$ cat src/rtl/snn_inference_sequencer.sv
// Sequences one inference of the 8-input / 2-output SNN core: captures the input,
// clears the core, steps it TSTEPS times and reports per-neuron spike counts and the winner.
module snn_inference_sequencer #(
  parameter int unsigned TSTEPS = 16,
  parameter int unsigned CNT_W  = 5
) (
  input  logic             clk,
  input  logic             reset,
  input  logic             start,
  input  logic             abort,
  input  logic [7:0]       value_in,
  input  logic [1:0]       snn_spikes,
  output logic             snn_reset,
  output logic             snn_en,
  output logic [7:0]       snn_value,
  output logic             busy,
  output logic             done,
  output logic             result_valid,
  output logic [CNT_W-1:0] count0,
  output logic [CNT_W-1:0] count1,
  output logic             winner,
  output logic             tie
);

  localparam int unsigned STEP_W = 8;
  localparam logic [CNT_W-1:0] CNT_MAX = '1;

  typedef enum logic [1:0] {IDLE, CLEAR, RUN, DONE} state_e;

  state_e             state_q, state_d;
  logic [7:0]         value_q, value_d;
  logic [STEP_W-1:0]  step_q, step_d;
  logic [CNT_W-1:0]   count0_q, count0_d;
  logic [CNT_W-1:0]   count1_q, count1_d;
  logic               winner_q, winner_d;
  logic               tie_q, tie_d;
  logic               valid_q, valid_d;

  always_ff @(posedge clk or posedge reset) begin
    if (reset) begin
      state_q  <= IDLE;
      value_q  <= '0;
      step_q   <= '0;
      count0_q <= '0;
      count1_q <= '0;
      winner_q <= 1'b0;
      tie_q    <= 1'b0;
      valid_q  <= 1'b0;
    end else begin
      state_q  <= state_d;
      value_q  <= value_d;
      step_q   <= step_d;
      count0_q <= count0_d;
      count1_q <= count1_d;
      winner_q <= winner_d;
      tie_q    <= tie_d;
      valid_q  <= valid_d;
    end
  end

  always_comb begin
    state_d  = state_q;
    value_d  = value_q;
    step_d   = step_q;
    count0_d = count0_q;
    count1_d = count1_q;
    winner_d = winner_q;
    tie_d    = tie_q;
    valid_d  = valid_q;
    case (state_q)
      IDLE: begin
        // abort outranks a simultaneous start
        if (start && !abort) begin
          state_d  = CLEAR;
          value_d  = value_in;
          count0_d = '0;
          count1_d = '0;
          winner_d = 1'b0;
          tie_d    = 1'b0;
          valid_d  = 1'b0;
        end
      end
      CLEAR: begin
        if (abort) begin
          state_d  = IDLE;
          count0_d = '0;
          count1_d = '0;
          valid_d  = 1'b0;
        end else begin
          step_d  = STEP_W'(TSTEPS - 1);
          state_d = RUN;
        end
      end
      RUN: begin
        if (abort) begin
          state_d  = IDLE;
          count0_d = '0;
          count1_d = '0;
          valid_d  = 1'b0;
        end else begin
          // saturating per-neuron spike accumulation, including the final step
          if (snn_spikes[0] && (count0_q != CNT_MAX)) count0_d = count0_q + CNT_W'(1);
          if (snn_spikes[1] && (count1_q != CNT_MAX)) count1_d = count1_q + CNT_W'(1);
          step_d = step_q - STEP_W'(1);
          if (step_q == '0) begin
            state_d  = DONE;
            winner_d = (count1_d > count0_d);
            tie_d    = (count1_d == count0_d);
            valid_d  = 1'b1;
          end
        end
      end
      DONE: begin
        state_d = IDLE;
      end
      default: begin
        state_d = IDLE;
      end
    endcase
  end

  assign snn_reset    = reset | (state_q == CLEAR);
  assign snn_en       = (state_q == RUN);
  assign busy         = (state_q == CLEAR) || (state_q == RUN);
  assign done         = (state_q == DONE);
  assign snn_value    = value_q;
  assign result_valid = valid_q;
  assign count0       = count0_q;
  assign count1       = count1_q;
  assign winner       = winner_q;
  assign tie          = tie_q;

endmodule
$ cat config.mk
export PLATFORM = sky130hd
export DESIGN_NAME = snn_inference_sequencer
export DESIGN_NICKNAME = d
export VERILOG_FILES = /design/src/rtl/snn_inference_sequencer.sv
export SDC_FILE = /design/constraint.sdc
export NUM_CORES = 1
export LEC_CHECK = 0
export CAP_MARGIN = 0
export CORE_MARGIN = 1.5
export CORE_UTILIZATION = 50
export DETAILED_ROUTE_END_ITERATION = 16
export GPL_TIMING_DRIVEN = 1
export PLACE_DENSITY_LB_ADDON = 0.12
export SETUP_SLACK_MARGIN = 0.1
export SYNTH_ARGS = -nofsm -noshare
export SYNTH_HDL_FRONTEND = slang
export SYNTH_SLANG_ARGS = --single-unit
$ cat constraint.sdc
create_clock -name clk -period 3.6 [get_ports clk]
set_input_delay 0.36 -clock clk [delete_from_list [all_inputs] [get_ports clk]]
set_output_delay 0.36 -clock clk [all_outputs]
set_load 0.03 [all_outputs]
Word level (Yosys, flattened, before mapping)
Cells that the tools add are included.
{ "totals": {"in_bits": 14, "register_bits": 31} }
{ "classes": {"bitwise_logic": 1, "n_eq_ne": 12, "order_cmp": 1, "add_sub_neg": 3, "n_mux": 31, "n_reduce_logical": 16} }
{ "op_table": {"columns": ["op", "count"], "rows": [
  ["two-way mux 5 bit", 10],
  ["case mux 5 bit (3 select lines)", 2],
  ["two-way mux 8 bit", 2],
  ["case mux 8 bit (2 select lines)", 1],
  ["adder 5 x 1 -> 5 bit (second input constant)", 2],
  ["inequality test 5 bit (second input constant)", 2],
  ["logical NOT 8 bit", 1],
  ["two-way mux 1 bit", 8],
  ["two-way mux 2 bit", 4],
  ["inequality test 2 bit (second input constant)", 4],
  ["case mux 2 bit (4 select lines)", 1],
  ["AND reduction 4 bit", 2],
  ["subtractor 8 x 1 -> 8 bit (second input constant)", 1],
  ["AND reduction 3 bit", 2],
  ["== test 5 bit", 1],
  ["greater-than comparator 5 bit", 1],
  ["== test 2 bit (second input constant)", 2],
  ["case mux 1 bit (2 select lines)", 2],
  ["AND reduction 2 bit", 2],
  ["nonzero test 2 bit", 2],
  ["logical AND 1 bit", 3],
  ["inequality test 3 x 2 -> 1 bit (second input constant)", 1],
  ["case mux 1 bit (3 select lines)", 1],
  ["nonzero test 3 bit", 1],
  ["other kinds (6)", 6]
]} }

Logic depth before layout (Yosys ltp)
Gate-level depths: netlist of run 1.
{ "logic_depth": {"ltp_word": 9, "mapped_depth": 12, "mapped_depth_nobuf": 11} }

Worst setup path after synthesis of run 1
Ideal clock, no wire load.
{ "synth_timing": {"kind": "reg2reg", "from": "reg count0_q[0], in the netlist count0[0]", "to": "reg winner_q, in the netlist winner", "period_less_slack_ps": 2802, "t_required_ps": 3470, "arrival_time_ps": 2672, "n_path_buf": 1, "setup_time_ps": 130, "slack_ps": 798, "path_stages_with_launch": 13, "path_cell_list": "dfrtp_1 > ha_1 > and3_1 > ha_1 > nor2b_1 > clkbuf_1 > nand4_1 > xor2_1 > ha_1 > a21oi_1 > nand2_1 > a211oi_1 > o41ai_2"} }
{ "synth_between": {"elab_chain_cells": 9} }
{ "synth_rtl": {"columns": ["element", "line", "source"], "rows": [
  ["start: declaration", "33", "logic [CNT_W-1:0] count0_q, count0_d;"],
  ["start signal: assignment", "53", "count0_q <= count0_d;"],
  ["parallel branches: the longest is 2 deep, another holds adder 5 x 1 -> 5 bit", null, null],
  ["two-way mux 5 bit *", "102", "if (snn_spikes[0] && (count0_q != CNT_MAX)) count0_d = count0_q + CNT_W'(1);"],
  ["two-way mux 5 bit *", "95", "if (abort) begin"],
  ["two-way mux 5 bit *", "70", "case (state_q)"],
  ["greater-than comparator 5 bit *", "107", "winner_d = (count1_d > count0_d);"],
  ["two-way mux 1 bit *", "105", "if (step_q == '0) begin"],
  ["two-way mux 1 bit *", "95", null],
  ["case mux 1 bit (2 select lines) *", "70", null],
  ["end signal: assignment", "55", "winner_q <= winner_d;"],
  ["end: declaration", "35", "logic winner_q, winner_d;"]
]} }
Every way passes the cells marked *. The select of a mux whose other input is x is not followed.
A chain may end at the register's enable or synchronous reset.

Final worst setup path of run 1
Same ends and word-level chain as after synthesis.

==> results of run 1 <==
## flip-flops by register name, indices dropped and copies added, names as in the netlist
register / flops
count0: 5
result_valid: 1
count1: 5
tie: 1
snn_value: 8
state_q: 2
step_q: 8
winner: 1
## power by group
group	switching, mW	total, mW	internal, mW
combinational	0.410	0.701	0.290
clock	0.118	0.194	0.0761
sequential	0.0699	0.501	0.431
total	0.598	1.40	0.797
## cells by family after synthesis
logic type,after synthesis
buf+inv,16
mux,13
fa+ha+maj,15
flops,31
compound gates,33
simple gates,56
xor+xnor,9
## how the worst min path moves through the flow
stage                            start           end  cells after the start
after global routing             reset     step_q[0]                      3
after global placement       step_q[4]     step_q[4]                      1
after detailed placement  snn_value[2]  snn_value[2]                      1
final                            reset     step_q[0]                      3
after CTS                        reset     step_q[1]                      3
after floorplan                  reset     count0[0]                      1
## cells in the mapped netlist, types with 3 or more instances
cell	n
nand2_1	19
mux2i_1	3
o41ai_1	3
nand4_1	4
xnor2_1	5
nor2b_1	4
inv_1	10
xor2_1	4
mux2_2	10
o21ai_0	7
a21oi_1	5
nand3_1	4
clkbuf_1	5
dfrtp_1	31
nand2b_1	6
nor2_1	7
ha_1	15
## per-layer routing
layer | vias to the layer above | global-route usage [%] | wire (um)
met2 | 37 | 34.87 | 1917
met1 | 706 | 26.19 | 1737
met4 | 0 | 10.87 | 73
li1 | 704 | - | -
met5 | - | 0 | 0
met3 | 9 | 5.000 | 137
## worst reg2reg max path: stages (launching register included)
cell and delay, ns:
dfrtp_1 0.45, ha_1 0.23, and3_1 0.19, ha_1 0.17
nor2b_1 0.45, nand4_1 0.18, xor2_1 0.18, ha_1 0.33
a21oi_1 0.15, nand2_1 0.07, a211oi_1 0.29, o41ai_2 0.12
## per-stage QoR
stage	area [sq um]	std cells	utilization, %	total power [mW]
after global routing	2293	260	67.14	1.492
final	2293	260	67.14	1.396
after global placement	2243	252	65.68	1.181
after floorplan	1822	173	-	0.9702
after CTS	2293	260	67.14	1.404
after detailed placement	2243	252	65.68	1.210
## cell type report
type	count	area, sq um
Multi-Input combinational cell	126	984.7
Fill cell	267	1122
Sequential cell	31	775.7
Clock buffer	7	45.04
Inverter	10	37.54
Timing Repair Buffer	39	387.9
Tap cell	46	57.56
Clock inverter	1	5.005
==> impl_metrics.csv, run 1 <==
group,metric,value,unit
grt,grt_max_degree,32,
synthesis,synth_top_family_by_area,"simple AND/OR/NAND/NOR gates",
clocking,numClockSinks,31,
power,p_per_area,608.6,nW/um^2
sta,hold_slack,0.4226,ns
worst_setup_path,path_cells,"ha_1, and3_1, ha_1, nor2b_1, nand4_1, xor2_1, ha_1, a21oi_1, nand2_1, a211oi_1, o41ai_2",
route,drcViolationCount,0,
grt,grt_pass1_vias,1466,
synthesis,yosysTopAreaCell,"dfrtp_1",
sta,worst_slack,0.6696,ns
sta,fmax,0.3412,GHz
synthesis,avgSynthCellArea,10.53,sq um
route,viasPerCell,5.600,
synthesis,yosys.area_share.adder,10.30,%
clocking,htree_levels,2,
worst_setup_path,critPathRequiredTime,3.82,ns
floorplan,core,3416,sq um
route,drtIter0Drc,122,
route,finalWirelength,3864,um
grt,grtUsageTotal,21.31,%
synthesis,synth_xor_area_share,4.327,%
route,vias,1456,
grt,antenna_found_initial,0,
sta,finalSetupViolCount,0,
worst_setup_path,start_kind,"flip-flop",
worst_setup_path,cp_common_cell,"ha_1",
clocking,ctsLongestPathBuffers,2,
clocking,worstSkewPairLatency,0.33,ns
sta,setup_tns,0,ns
worst_setup_path,path_delay_family,"simple AND/OR/NAND/NOR gates",
sta,fin_crit_sh,81.40,%
sta,drv_slew,0,
worst_setup_path,crit_slowest_cell,"dfrtp_1",
clocking,clock-root-buffer,"clkbuf_4",
synthesis,synth_area,1822,sq um
clocking,cts_tree,"done",
worst_setup_path,cp.arrival,3.15,ns
synthesis,ys_types,41,
sta,slew_headroom,58.53,%
finish,diodes,0,
placed_design,gp_congestion,0.8070,
floorplan,start_util,53.33,%
synthesis,synth_top_flop_cell,"dfrtp_1",
synthesis,synthSimpleGateAreaFrac,17.10,%
worst_setup_path,worst-path-buf-inv,0,
floorplan,dieArea,4014,sq um
sta,tightest_slew,0.6183,ns
floorplan,fp.dieW,63.36,um
finish,drive_gt1_share,13.55,%
synthesis,synth_mux_area_share,7.830,%
worst_setup_path,crit_type,"flip-flop to flip-flop",
finish,final_common_cell,"clkdlybuf4s50_1",
sta,period_needed,2.930,ns
synthesis,synthTopCellsByArea,"dfrtp_1 (43%), ha_1 (10%), mux2_2 (6.2%)",
finish,fin_nets,242,
synthesis,synth-edff-count,0,
worst_setup_path,reg2reg_slack,0.67,ns
grt,overflow,0,
job,drv_cap,0,
power,leakage,1.031,nW
sta,skew,0.006470,ns
worst_setup_path,timing.rr.start,"count0[0]",
placed_design,dp_slack,0.7078,ns
synthesis,ys_ff_latch,31,
synthesis,syn_nets,202,
synthesis,yosys_warnings,0,
route,first_pass_iters,5,
worst_setup_path,crit_fanout,7,
synthesis,synthArstFlopShare,100.0,%
placed_design,dpl.hpwl,2878,um
placed_design,io_buffers,38,
synthesis,yosysSeqAreaShare,42.58,%
floorplan,rows,21,
finish,syn_to_final_growth,25.89,%
worst_setup_path,reg2regPathDepth,11,
worst_setup_path,cpPeakStageDelay,0.45,ns
sta,hold_viol_final,0,
worst_setup_path,regToRegEndpoint,"winner",
route,final_antenna_net_count,0,
worst_setup_path,worstSetupStartpoint,"count0[0]",
grt,grt_pass1_wl,6679,um
worst_setup_path,cp-endpoint,"winner",
clocking,cts-resized-gates,0,
floorplan,die_h,63.36,um
worst_hold_path,hp-class,"input pin to asynchronous set/reset pin",
finish,layout_common_cells,"clkdlybuf4s50_1 (38), dfrtp_1 (31), nand2_1 (19)",
route,wl_per_cell,14.86,um
clocking,path_clk_slew,0.10,ns
worst_setup_path,cp-end-kind,"flip-flop",
synthesis,synth_compound_area_share,14.49,%
synthesis,synthCells,173,
clocking,post_cts_buffers,0,
run_status,status,"complete, no violations",
worst_setup_path,path_depth,11,
clocking,hold_buffers,0,
power,ir_drop,446.6,uV
floorplan,ios,39,
clocking,numCtsBuffers,5,
synthesis,synth_top_area_share,42.58,%
sta,grt_setup_unrepaired,"false",
No activity file was read; power rests on OpenSTA's default activity.
==> inputs of run 2 (changes only) <==
CORE_UTILIZATION = 46   (was 50)
clock period = 2.4 ns   (was 3.6 ns; I/O delays follow)
==> run 2 against run 1 <==
- the run now ends with negative setup slack left
- final area rose by 15%
- power rose by 66%
- critical path depth did not move
- combinational power rose by 58%
- hold slack got worse by 0.068 ns
- worst setup slack got worse by 0.75 ns
- critical path type unchanged
- critical endpoint unchanged
- largest cell class unchanged
- highest routed layer unchanged
==> impl_metrics.csv, run 2 (same netlist as run 1, synthesis figures left out) <==
group,metric,value,unit
finish,syn_to_final_growth,44.23,%
grt,overflow,0,
worst_setup_path,cpPeakStageDelay,0.41,ns
run_status,status,"finished, violations left",
grt,grt_pass1_vias,1542,
finish,drive_gt1_share,29.36,%
power,total_power,2.322,mW
run_status,violations,"negative setup slack",
route,first_pass_iters,4,
floorplan,rows,22,
sta,period_needed,2.485,ns
clocking,htree_levels,2,
finish,fin_cells,283,
power,leakage,1.174,nW
clocking,path_clk_slew,0.07,ns
route,viasPerCell,5.399,
sta,skew,0.005772,ns
grt,grtUsageTotal,21.59,%
sta,grt_setup_unrepaired,"true",
placed_design,io_buffers,38,
finish,layout_common_cells,"clkdlybuf4s50_1 (38), dfrtp_1 (27), buf_4 (20)",
clocking,clock-root-buffer,"clkbuf_8",
route,wl_per_cell,14.87,um
worst_setup_path,crit_fanout,4,
clocking,numCtsBuffers,5,
clocking,ctsLongestPathBuffers,2,
sta,hold_viol_final,0,
floorplan,core,3744,sq um
finish,final_common_cell,"clkdlybuf4s50_1",
sta,finalSetupViolCount,2,
grt,grt_max_degree,32,
finish,final_util,70.19,%
worst_setup_path,start_kind,"flip-flop",
sta,tightest_slew,0.5360,ns
job,drv_cap,0,
clocking,cts_tree,"done",
sta,setup_tns,-0.1470,ns
route,vias,1528,
route,drcViolationCount,0,
worst_setup_path,cp-end-kind,"flip-flop",
worst_setup_path,crit_type,"flip-flop to flip-flop",
clocking,numClockSinks,31,
worst_setup_path,worst-path-buf-inv,2,
placed_design,dpl.hpwl,3107,um
route,final_antenna_net_count,0,
finish,fin_nets,263,
sta,worst_slack,-0.08462,ns
floorplan,start_util,48.66,%
finish,diodes,0,
floorplan,fp.dieW,65.93,um
finish,finalInstanceArea,2628,sq um
placed_design,gp_congestion,0.7760,
sta,drv_slew,0,
grt,grt_pass1_wl,6996,um
floorplan,ios,39,
sta,fmax,0.4025,GHz
floorplan,dieArea,4347,sq um
worst_setup_path,crit_slowest_cell,"dfrtp_2",
worst_setup_path,path_cells,"ha_2, and3_4, ha_4, nor2b_4, buf_6, mux2_4, ha_1, nand4_1, buf_4, nor2_2, o41ai_2",
worst_setup_path,reg2reg_slack,-0.08,ns
worst_setup_path,path_delay_family,"adder cells",
sta,slew_headroom,64.19,%
sta,fin_crit_sh,103.5,%
placed_design,dp.cells,268,
power,ir_drop,856.3,uV
worst_setup_path,critPathRequiredTime,2.58,ns
worst_setup_path,cp.arrival,2.66,ns
floorplan,die_h,65.93,um
grt,antenna_found_initial,0,
power,p_per_area,883.9,nW/um^2
route,finalWirelength,4207,um
placed_design,placed_area,2411,sq um
worst_hold_path,hp-class,"input pin to asynchronous set/reset pin",
clocking,worstSkewPairLatency,0.28,ns
route,drtIter0Drc,44,
run 2: cell types whose count changed in the layout (fill, tap and decap cells not counted), moves of 4 or more:
cell,previous run,this run
ha_4,0,4
dfrtp_2,0,4
clkbuf_8,0,7
buf_4,1,20
dfrtp_1,31,27
ha_1,15,10
clkbuf_4,5,0
run 2: power by group:
group          internal, mW  switching, mW  total [mW]
Sequential            0.649          0.107       0.756
Combinational         0.487          0.628        1.11
Clock                 0.262          0.191       0.452
Total                  1.40          0.926        2.32
run 2: worst register-to-register path, cell delays in order (launching register included):
cell and delay [ns]:
dfrtp_2 0.41, ha_2 0.19, and3_4 0.18, ha_4 0.16, nor2b_4 0.12, buf_6 0.12
mux2_4 0.31, ha_1 0.28, nand4_1 0.12, buf_4 0.12, nor2_2 0.04, o41ai_2 0.34
run 2: final timing paths:
check | start | endpoint | cells past startpoint
setup / recovery | count1[1] | winner | 11
hold / removal | reset | snn_value[5] | 3
setup reg to reg | count1[1] | winner | 11
hold reg to reg | snn_value[4] | snn_value[4] | 1
max in group asynchronous | reset | count0[1] | 3
min in group clk | snn_value[4] | snn_value[4] | 1
run 2: layout make-up:
cell class / instances / area [sq um]
clock buffer: 8 / 100.1
fill: 303 / 1116
inverter: 10 / 37.54
multi-input combinational: 126 / 1096
sequential: 31 / 780.7
tap: 48 / 60.06
timing repair buffer: 60 / 553.0
run 2: per-layer routing:
metal	global-route usage, %	wire (um)	vias to the layer above
met1	25.95	1831	756
li1	-	-	737
met3	4.940	144	6
met2	37.37	2169	29
met5	0	0	-
met4	8.418	61	0
run 2: repair_timing:
item | CTS | global route
pin swaps | 6 | 4
hold buffers | 0 | 0
gates resized for setup | 8 | 4
endpoints found under the setup margin | 2 | 2
setup buffers | 6 | 1
run 2: metrics by stage:
step | hold slack (ns) | setup slack [ns]
after CTS | 0.3685 | -0.07991
after global placement | 0.4798 | 0.02656
after floorplan | 0.3432 | -0.04246
final | 0.3549 | -0.08462
after global routing | 0.4445 | -0.2697
after detailed placement | 0.4969 | -0.1041
